[config.mk]
export PLATFORM = sky130hd
export DESIGN_NAME = mac_requant_flat
export DESIGN_NICKNAME = d
export VERILOG_FILES = /design/src/rtl/mac_pkg.sv /design/src/rtl/mac_requant_if.sv /design/src/rtl/requant_sat.sv /design/src/rtl/mac_requant.sv /design/src/flat_wrapper.sv
export SDC_FILE = /design/constraint.sdc
export NUM_CORES = 1
export LEC_CHECK = 0
export CELL_PAD_IN_SITES_DETAIL_PLACEMENT = 0
export CELL_PAD_IN_SITES_GLOBAL_PLACEMENT = 1
export CORE_MARGIN = 2
export CORE_UTILIZATION = 45
export DETAILED_ROUTE_END_ITERATION = 8
export PLACE_DENSITY_LB_ADDON = 0.1
export RECOVER_POWER = 25
export SETUP_SLACK_MARGIN = 0.4
export SKIP_CTS_REPAIR_TIMING = 1
export SYNTH_ARGS = -nofsm -noshare
export SYNTH_HDL_FRONTEND = slang
export SYNTH_SLANG_ARGS = --single-unit
[constraint.sdc]
create_clock -name clk -period 8.6 [get_ports clk]
set_input_delay 1.72 -clock clk [delete_from_list [all_inputs] [get_ports clk]]
set_output_delay 1.72 -clock clk [all_outputs]
set_load 0.03 [all_outputs]
[src/rtl/mac_pkg.sv]
// Shared constants, state type and helpers for the MAC requantizer.
// Contents:
//   MAC_IN_W / MAC_OUT_W / REQ_OUT_W - operand, MAC result and requantized widths
//   state_e                          - requantizer FSM state (ACCUM, HOLD)
//   min_acc_w()                      - smallest accumulator width that cannot overflow
package mac_pkg;

  localparam int unsigned MAC_IN_W  = 8;
  localparam int unsigned MAC_OUT_W = 16;
  localparam int unsigned REQ_OUT_W = 8;

  typedef enum logic [0:0] {
    ACCUM = 1'b0,
    HOLD  = 1'b1
  } state_e;

  // Summing n_terms values of MAC_OUT_W bits grows the result by clog2(n_terms) bits.
  function automatic int unsigned min_acc_w(input int unsigned n_terms);
    return MAC_OUT_W + $clog2(n_terms);
  endfunction

endpackage

[src/rtl/mac_requant_if.sv]
// Stream bundle between the MAC array and the requantizer output consumer.
// Signals:
//   in_valid/in_ready/in_data    - 16-bit unsigned MAC results, valid/ready
//   out_valid/out_ready          - requantized byte handshake
//   out_data/out_sat             - requantized byte and clamp flag
// Modports: master drives the input stream and accepts outputs; slave is the requantizer.
interface mac_requant_if;
  import mac_pkg::*;

  logic                 in_valid;
  logic                 in_ready;
  logic [MAC_OUT_W-1:0] in_data;
  logic                 out_valid;
  logic                 out_ready;
  logic [REQ_OUT_W-1:0] out_data;
  logic                 out_sat;

  modport master (
    output in_valid, in_data, out_ready,
    input  in_ready, out_valid, out_data, out_sat
  );

  modport slave (
    input  in_valid, in_data, out_ready,
    output in_ready, out_valid, out_data, out_sat
  );

endinterface

[src/rtl/requant_sat.sv]
// Combinational shift-and-saturate: floor(sum >> SHIFT) clamped to an unsigned byte.
// Ports:
//   sum - accumulated value (ACC_W bits, unsigned)
//   q   - requantized byte, 255 when clamped
//   sat - set when the shifted value exceeded 255
module requant_sat
  import mac_pkg::*;
#(
  parameter int unsigned ACC_W = 24,
  parameter int unsigned SHIFT = 8
) (
  input  logic [ACC_W-1:0]     sum,
  output logic [REQ_OUT_W-1:0] q,
  output logic                 sat
);

  logic [ACC_W-1:0] shifted;

  always_comb begin
    shifted = sum >> SHIFT;
    sat     = shifted > ACC_W'(2 ** REQ_OUT_W - 1);
    q       = sat ? '1 : shifted[REQ_OUT_W-1:0];
  end

endmodule

[src/rtl/mac_requant.sv]
// Requantizer: sums N_TERMS 16-bit MAC results, shifts right by SHIFT and saturates
// to an unsigned byte, holding the byte on a valid/ready output until taken.
// Ports:
//   clk - rising-edge clock
//   rst - synchronous active-high reset
//   bus - mac_requant_if.slave (input stream in, requantized byte out)
module mac_requant
  import mac_pkg::*;
#(
  parameter int unsigned N_TERMS = 4,
  parameter int unsigned SHIFT   = 8,
  parameter int unsigned ACC_W   = 24
) (
  input  logic         clk,
  input  logic         rst,
  mac_requant_if.slave bus
);

  localparam int unsigned CNT_W = (N_TERMS > 1) ? $clog2(N_TERMS) : 1;
  localparam logic [CNT_W-1:0] LAST_CNT = CNT_W'(N_TERMS - 1);

  if (N_TERMS < 1) begin : gen_bad_n_terms
    $error("mac_requant: N_TERMS must be at least 1");
  end
  if (ACC_W < min_acc_w(N_TERMS)) begin : gen_bad_acc_w
    $error("mac_requant: ACC_W too narrow for N_TERMS");
  end
  if (ACC_W <= SHIFT) begin : gen_bad_shift
    $error("mac_requant: ACC_W must exceed SHIFT");
  end

  state_e               state_q, state_d;
  logic [ACC_W-1:0]     acc_q, acc_d;
  logic [CNT_W-1:0]     cnt_q, cnt_d;
  logic [REQ_OUT_W-1:0] data_q, data_d;
  logic                 sat_q, sat_d;

  logic [ACC_W-1:0]     sum;
  logic [REQ_OUT_W-1:0] q;
  logic                 q_sat;
  logic                 in_ready, out_valid;
  logic                 in_fire, out_fire, last_term;

  assign sum       = acc_q + ACC_W'(bus.in_data);
  assign in_fire   = bus.in_valid & in_ready;
  assign out_fire  = out_valid & bus.out_ready;
  assign last_term = (cnt_q == LAST_CNT);

  // The final term goes straight from the adder into the output register, so the
  // byte is valid the cycle after the last input handshake.
  requant_sat #(
    .ACC_W(ACC_W),
    .SHIFT(SHIFT)
  ) u_requant_sat (
    .sum(sum),
    .q  (q),
    .sat(q_sat)
  );

  // State register.
  always_ff @(posedge clk) begin
    if (rst) begin
      state_q <= ACCUM;
    end else begin
      state_q <= state_d;
    end
  end

  // Next-state logic.
  always_comb begin
    state_d = state_q;
    case (state_q)
      ACCUM:   if (in_fire && last_term) state_d = HOLD;
      HOLD:    if (out_fire) state_d = ACCUM;
      default: state_d = ACCUM;
    endcase
  end

  // Outputs. in_ready is masked by rst so nothing is accepted during the reset cycle.
  always_comb begin
    in_ready  = 1'b0;
    out_valid = 1'b0;
    case (state_q)
      ACCUM:   in_ready = ~rst;
      HOLD:    out_valid = 1'b1;
      default: ;
    endcase
  end

  // Datapath next state.
  always_comb begin
    acc_d  = acc_q;
    cnt_d  = cnt_q;
    data_d = data_q;
    sat_d  = sat_q;
    if (in_fire) begin
      if (last_term) begin
        data_d = q;
        sat_d  = q_sat;
      end else begin
        acc_d = sum;
        cnt_d = cnt_q + 1'b1;
      end
    end
    if (out_fire) begin
      acc_d = '0;
      cnt_d = '0;
    end
  end

  always_ff @(posedge clk) begin
    if (rst) begin
      acc_q  <= '0;
      cnt_q  <= '0;
      data_q <= '0;
      sat_q  <= 1'b0;
    end else begin
      acc_q  <= acc_d;
      cnt_q  <= cnt_d;
      data_q <= data_d;
      sat_q  <= sat_d;
    end
  end

  assign bus.in_ready  = in_ready;
  assign bus.out_valid = out_valid;
  assign bus.out_data  = data_q;
  assign bus.out_sat   = sat_q;

endmodule

[src/flat_wrapper.sv]
// flat-port wrapper written by rule: the top's interface ports become plain ports
module mac_requant_flat import mac_pkg::*;
#(
  parameter int unsigned N_TERMS = 4,
  parameter int unsigned SHIFT   = 8,
  parameter int unsigned ACC_W   = 24
)
  (clk, rst, bus_in_valid, bus_in_data, bus_out_ready, bus_in_ready, bus_out_valid, bus_out_data, bus_out_sat);
  mac_requant_if bus_i ();
  input  logic clk;
  input  logic rst;
  input wire logic [$bits(bus_i.in_valid)-1:0] bus_in_valid;
  input wire logic [$bits(bus_i.in_data)-1:0] bus_in_data;
  input wire logic [$bits(bus_i.out_ready)-1:0] bus_out_ready;
  output wire logic [$bits(bus_i.in_ready)-1:0] bus_in_ready;
  output wire logic [$bits(bus_i.out_valid)-1:0] bus_out_valid;
  output wire logic [$bits(bus_i.out_data)-1:0] bus_out_data;
  output wire logic [$bits(bus_i.out_sat)-1:0] bus_out_sat;
  assign bus_i.in_valid = bus_in_valid;
  assign bus_i.in_data = bus_in_data;
  assign bus_i.out_ready = bus_out_ready;
  assign bus_in_ready = bus_i.in_ready;
  assign bus_out_valid = bus_i.out_valid;
  assign bus_out_data = bus_i.out_data;
  assign bus_out_sat = bus_i.out_sat;
  mac_requant #(.N_TERMS(N_TERMS), .SHIFT(SHIFT), .ACC_W(ACC_W)) u_core (.clk(clk), .rst(rst), .bus(bus_i));
endmodule
==> results of run 1 <==
-- layout by cell type, fill, tap and decap left out, types with 3 or more instances in the layout --
cell type | netlist | final
dfxtp_1 | 36 | 36
nor2_1 | 24 | 24
and3_1 | 3 | 3
and2_1 | 5 | 5
nand2_1 | 36 | 36
ha_1 | 17 | 17
nand4_1 | 7 | 7
clkdlybuf4s50_1 | 0 | 19
o21ai_1 | 3 | 3
xnor2_1 | 13 | 13
inv_1 | 4 | 4
o31ai_1 | 3 | 3
or3_1 | 4 | 4
xor2_1 | 7 | 7
a211oi_1 | 7 | 7
a31oi_1 | 11 | 11
o21bai_1 | 9 | 9
a31o_2 | 4 | 4
o21ai_0 | 17 | 17
a21oi_1 | 33 | 33
nand3_1 | 5 | 5
nor3_1 | 9 | 9
clkbuf_8 | 0 | 5
a21o_1 | 7 | 7
dlygate4sd3_1 | 0 | 11
nand2b_1 | 4 | 4
o211ai_1 | 7 | 7
-- per-stage QoR --
step           hold slack, ns  instances
2_1_floorplan           0.436        324
3_3_place_gp            0.444        406
3_5_place_dp            0.453        406
4_1_cts                 0.463        414
5_1_grt                 0.483        414
6_report                0.461        414
-- power groups by stage --
| stage | registers (mW) | clock network (mW) | logic [mW] |
|---|---|---|---|
| 3_5_place_dp | 0.180 | 0 | 0.101 |
| 4_1_cts | 0.176 | 0.159 | 0.102 |
| 5_1_grt | 0.177 | 0.165 | 0.115 |
| 3_3_place_gp | 0.180 | 0 | 0.101 |
| 2_1_floorplan | 0.180 | 0 | 0.0728 |
| 6_report | 0.176 | 0.154 | 0.102 |
-- worst max-delay path by stage --
stage	from	slack, ns	cells after the start	endpoint
floorplan	bus_in_data[0]	4.56	10	u_core.bus.out_data[0]
global placement	rst	3.65	3	bus_in_ready
detailed placement	rst	3.60	3	bus_in_ready
CTS	rst	3.60	3	bus_in_ready
global route	rst	3.45	3	bus_in_ready
finish	rst	3.56	3	bus_in_ready
-- per-layer routing --
metal,up-vias,GRT usage [%]
li1,1218,-
met1,1104,29.1
met2,61,40.3
met3,15,4.09
met4,0,10.3
met5,-,0
-- area by class of cell --
| cell class | instances | area share (%) |
|---|---|---|
| timing repair buffer | 31 | 10.4 |
| inverter | 4 | 0.506 |
| clock buffer | 5 | 2.32 |
| multi-input combinational | 263 | 58.0 |
| clock inverter | 3 | 1.43 |
| tap | 72 | 3.04 |
| sequential | 36 | 24.3 |
-- worst min-delay path: cells and delay by family (launching register included) --
| family | cells | cell delay (ns) |
|---|---|---|
| AOI/OAI and AO/OA | 1 | 0.05 |
| and+or+nand+nor | 1 | 0.05 |
| DFF | 1 | 0.31 |
-- cells by family (layout without fill, tap and decap cells) --
kind of cell,Yosys count,in the layout,share of synthesized area [%]
multiplexers,2,2,0.786
XOR/XNOR,20,20,6.88
AND/OR/NAND/NOR,110,110,22.0
AO/OA/AOI/OAI,113,113,28.8
flip-flops,36,36,28.3
adder cells (fa/ha/maj),18,18,9.14
buffers and inverters,25,43,4.13
-- registers in the layout (all words and copies together), names as in the netlist --
| signal | count |
|---|---|
| u_core.cnt_q | 2 |
| u_core.bus.out_data | 8 |
| u_core.state_q | 1 |
| u_core.bus.out_sat | 1 |
| u_core.acc_q | 24 |
==> results_dict.tcl, run 1 <==
set metrics [dict create \
    r2r-start "u_core.acc_q[0]" \
    synth_cell_types 49 \
    endpoint_kind "primary output" \
    syn-instance-count 324 \
    rr_worst_depth 10 \
    root_buffer "clkbuf_8" \
    clock_sinks 36 \
    vias 2398 \
    ys_warn_count 0 \
    peakVddDrop_mv 0.0777 \
    num-fill-cells 575 \
    cts.clk_slew.worst_paths_ns 0.07 \
    period_needed_ns 5.04 \
    min_path_type "register to register" \
    top_layer "met4" \
    slew_headroom_pct 46.2 \
    arrival_ns 3.32 \
    ant_nets 0 \
    rows 27 \
    grt_pass1_wl_microns 11700 \
    switching_share_pct 30.6 \
    path_cells "dlygate4sd3_1 -> nor2_1 -> clkdlybuf4s50_1" \
    ys_seq_area_share_pct 28.3 \
    grt_pass1_vias 2416 \
    cp.required_ns 6.88 \
    finalCritPeriodShare_pct 58.6 \
    finalSetupViolCount 0 \
    drt_iter0_drc 242 \
    initial_core_util_pct 46.5 \
    syn-num-nets 362 \
    worst_slew_pin_slew_ns 0.808 \
    grt_start_max_net_pins 27 \
    min_path_cells 2 \
    syn_area_sq_um 2550 \
    cp_max_fo 13 \
    tns_ns 0 \
    cap_violations 0 \
    min_to "u_core.acc_q[9]" \
    fp.dieH_microns 79.2 \
    track_usage_pct 23.6 \
    fin_area_sq_um 2970 \
    yosysTopAreaCell "dfxtp_1" \
    yosys_most_used_dff "dfxtp_1" \
    ys_top_cells_by_count "36 x dfxtp_1, 36 x nand2_1, 33 x a21oi_1" \
    worstReg2RegEnd "u_core.bus.out_sat" \
    viasPerCell 5.79 \
    status "finished clean" \
    totalWireLength_microns 6670 \
    crit_family "buffers and inverters" \
    gp_congestion 0.881 \
    ys_top_cells_by_area "dfxtp_1 28%, ha_1 8.4%, a21oi_1 6.5%" \
    synth_top_area_share_pct 28.3 \
    drive_above_1_share_pct 5.85 \
    nNetsFinal 379 \
    leakage_nw 1.17 \
    async_reset_ff_share_pct 0 \
    io_pins 31 \
    port_buffers 30 \
    htree_num_levels 2 \
    synth_seq_cells 36 \
    core-area_sq_um 5470 \
    die_area_sq_um 6280 \
    gr-total-overflow 0 \
    area_growth_pct 16.5 \
    cts_made_buffers 5 \
    fmax_mhz 198 \
    routed-wl-met3_microns 274 \
    setup_slack_ns 3.56 \
    intPower_mw 0.300 \
    utilization_pct 54.2 \
    place_area_sq_um 2850 \
    worst-path-buf-inv 2 \
    drv_slew 0 \
    clock_skew_ns 0.00748 \
    sequentialPowerShare_pct 40.8 \
    clockBufferDepth 2 \
    power.switching_mw 0.132 \
    critPathLaunchType "primary input" \
    antenna_found_initial 0 \
    first_pass_iters 4 \
    p_comb_share_pct 23.6 \
    drc 0 \
    insertion_delay_ns 0.30 \
    hp-start "u_core.acc_q[9]" \
    antennaDiodeCount 0 \
    cellPowerDensity_nw_per_um2 146 \
    route.met2.wl_microns 3260 \
    worst-r2r-setup-slack_ns 5.59 \
    postSynthAreaPerCell_sq_um 7.86 \
    cpMaxStageDelayCell "clkdlybuf4s50_1" \
    setup.worst_path.class "primary input to primary output" \
    dp_hpwl_microns 4840 \
    synth-edff-count 0 \
    cts_tree "built" \
    pwr-share-clk_pct 35.6 \
    cpPeakStageDelay_ns 0.70 \
    wl_met1_microns 2960 \
    rsz0062_at_grt "no" \
    multi_input_area_sq_um 1720 \
    wl_per_cell_microns 16.1 \
    total_power_mw 0.433 \
    seqCellArea_sq_um 721 \
    dieWidth_microns 79.2 \
    place_ws_ns 3.60 \
    hold_violations 0 \
]
(Power assumes the default switching activity.)
==> run 2, diff against run 1 <==
--- a/config.mk
+++ b/config.mk
@@ -8,7 +8,7 @@
 export CELL_PAD_IN_SITES_DETAIL_PLACEMENT = 0
 export CELL_PAD_IN_SITES_GLOBAL_PLACEMENT = 1
 export CORE_MARGIN = 2
-export CORE_UTILIZATION = 45
+export CORE_UTILIZATION = 41
 export DETAILED_ROUTE_END_ITERATION = 8
 export PLACE_DENSITY_LB_ADDON = 0.1
 export RECOVER_POWER = 25
==> constraint.sdc (replaced) <==
create_clock -name clk -period 4.9 [get_ports clk]
set_input_delay 0.98 -clock clk [delete_from_list [all_inputs] [get_ports clk]]
set_output_delay 0.98 -clock clk [all_outputs]
set_load 0.03 [all_outputs]
==> run 2 against run 1 <==
Critical endpoint is now u_core.bus.out_data[0]. First-iteration DRC count decreased by 29%. Clock power increased by 78%. Flip-flop and latch count unchanged. Register-to-register slack got worse by 3.7 ns. Routed wire length increased by 2.5%. Combinational power increased by 76%.
==> results_dict.tcl, run 2 (synthesis results as in run 1) <==
set metrics [dict create \
    rsz0062_at_grt "no" \
    grt_start_max_net_pins 27 \
    drc 0 \
    critPathLaunchType "primary input" \
    totalWireLength_microns 6840 \
    clockBufferDepth 2 \
    fmax_mhz 263 \
    peakVddDrop_mv 0.127 \
    tns_ns 0 \
    drt_iter0_drc 173 \
    arrival_ns 3.97 \
    crit_start "bus_in_data[0]" \
    cts_tree "built" \
    setup.worst_path.class "primary input to register" \
    dp_hpwl_microns 5020 \
    antenna_found_initial 0 \
    finalCritPeriodShare_pct 77.7 \
    cellPowerDensity_nw_per_um2 257 \
    area_growth_pct 16.6 \
    endpoint "u_core.bus.out_data[0]" \
    htree_num_levels 2 \
    hp-start "u_core.acc_q[5]" \
    endpoint_kind "register" \
    grt_pass1_wl_microns 11100 \
    initial_core_util_pct 42.8 \
    fp.dieH_microns 82.8 \
    cts_made_buffers 5 \
    track_usage_pct 19.8 \
    hold_violations 0 \
    io_pins 31 \
    largest_register_ffs 24 \
    wl_per_cell_microns 16.4 \
    antennaDiodeCount 0 \
    worst_slew_pin_slew_ns 0.804 \
    clock_sinks 36 \
    slew_headroom_pct 46.4 \
    die_area_sq_um 6860 \
    min_path_type "register to register" \
    first_pass_iters 4 \
    root_buffer "clkbuf_8" \
    gp_congestion 0.863 \
    place_area_sq_um 2860 \
    total_power_mw 0.764 \
    fin_area_sq_um 2970 \
    cap_violations 0 \
    status "finished clean" \
    cp_max_fo 9 \
    port_buffers 30 \
    finalSetupViolCount 0 \
    grt_pass1_vias 2243 \
    period_needed_ns 3.81 \
    rr_worst_depth 10 \
    drv_slew 0 \
    worst-r2r-setup-slack_ns 1.90 \
    leakage_nw 1.17 \
    ant_nets 0 \
    rows 28 \
    worstReg2RegEnd "u_core.bus.out_data[0]" \
    cts.clk_slew.worst_paths_ns 0.08 \
    viasPerCell 5.85 \
    insertion_delay_ns 0.30 \
    whs_ns 0.457 \
    vias 2438 \
    clock_skew_ns 0.00638 \
    most-common-layout-cells "36 x nand2_1, 36 x dfxtp_1, 33 x a21oi_1" \
    cp.required_ns 5.06 \
    setup_slack_ns 1.09 \
    gr-total-overflow 0 \
    drive_above_1_share_pct 5.85 \
    dieWidth_microns 82.8 \
    nNetsFinal 379 \
    core-area_sq_um 5960 \
    num-fill-cells 617 \
    top_register "u_core.acc_q" \
    place_ws_ns 0.810 \
    r2r-start "u_core.acc_q[0]" \
]
-- run 2: cell counts in the layout (fill, tap and decap cells not counted) --
Identical to the previous run, type by type.
-- run 2: per-stage QoR --
step | std cells | utilization, %
global route | 417 | 49.9
global placement | 409 | 48.0
floorplan | 324 | -
detailed placement | 409 | 48.0
finish | 417 | 49.9
CTS | 417 | 49.9
-- run 2: metal layers --
layer / global-route usage [%] / wire length, microns
met5: 0 / 0
met4: 5.51 / 151
met3: 3.68 / 216
met2: 34.1 / 3280
met1: 25.3 / 3190
-- run 2: worst max-delay path, cell delays in order --
cell and delay [ns]:
clkdlybuf4s50_1 0.46, ha_1 0.18, inv_1 0.06, fa_1 0.37, nand2b_1 0.19, a21o_1 0.23, a21o_1 0.23, and4b_1 0.20
a2111o_1 0.38, nor4_4 0.52, a31oi_1 0.17
-- run 2: how the worst min path moves through the flow --
stage	slack [ns]	depth (start not counted)	end
3_3_place_gp	0.44	2	u_core.acc_q[2]
5_1_grt	0.48	2	u_core.acc_q[3]
2_1_floorplan	0.44	2	u_core.acc_q[3]
6_report	0.46	2	u_core.acc_q[5]
4_1_cts	0.46	2	u_core.acc_q[5]
3_5_place_dp	0.45	2	u_core.acc_q[5]
-- run 2: layout make-up --
| cell class | instances | area (sq um) | area share [%] |
|---|---|---|---|
| tap | 75 | 93.8 | 3.16 |
| clock inverter | 3 | 42.5 | 1.43 |
| clock buffer | 5 | 68.8 | 2.32 |
| multi-input combinational | 263 | 1720 | 57.9 |
| timing repair buffer | 31 | 308 | 10.4 |
| inverter | 4 | 15.0 | 0.506 |
| sequential | 36 | 721 | 24.3 |
-- run 2: report_power, final --
part	switching, mW	total, mW	internal, mW
logic	0.107	0.180	0.0735
clock network	0.124	0.274	0.151
registers	0.00635	0.310	0.303
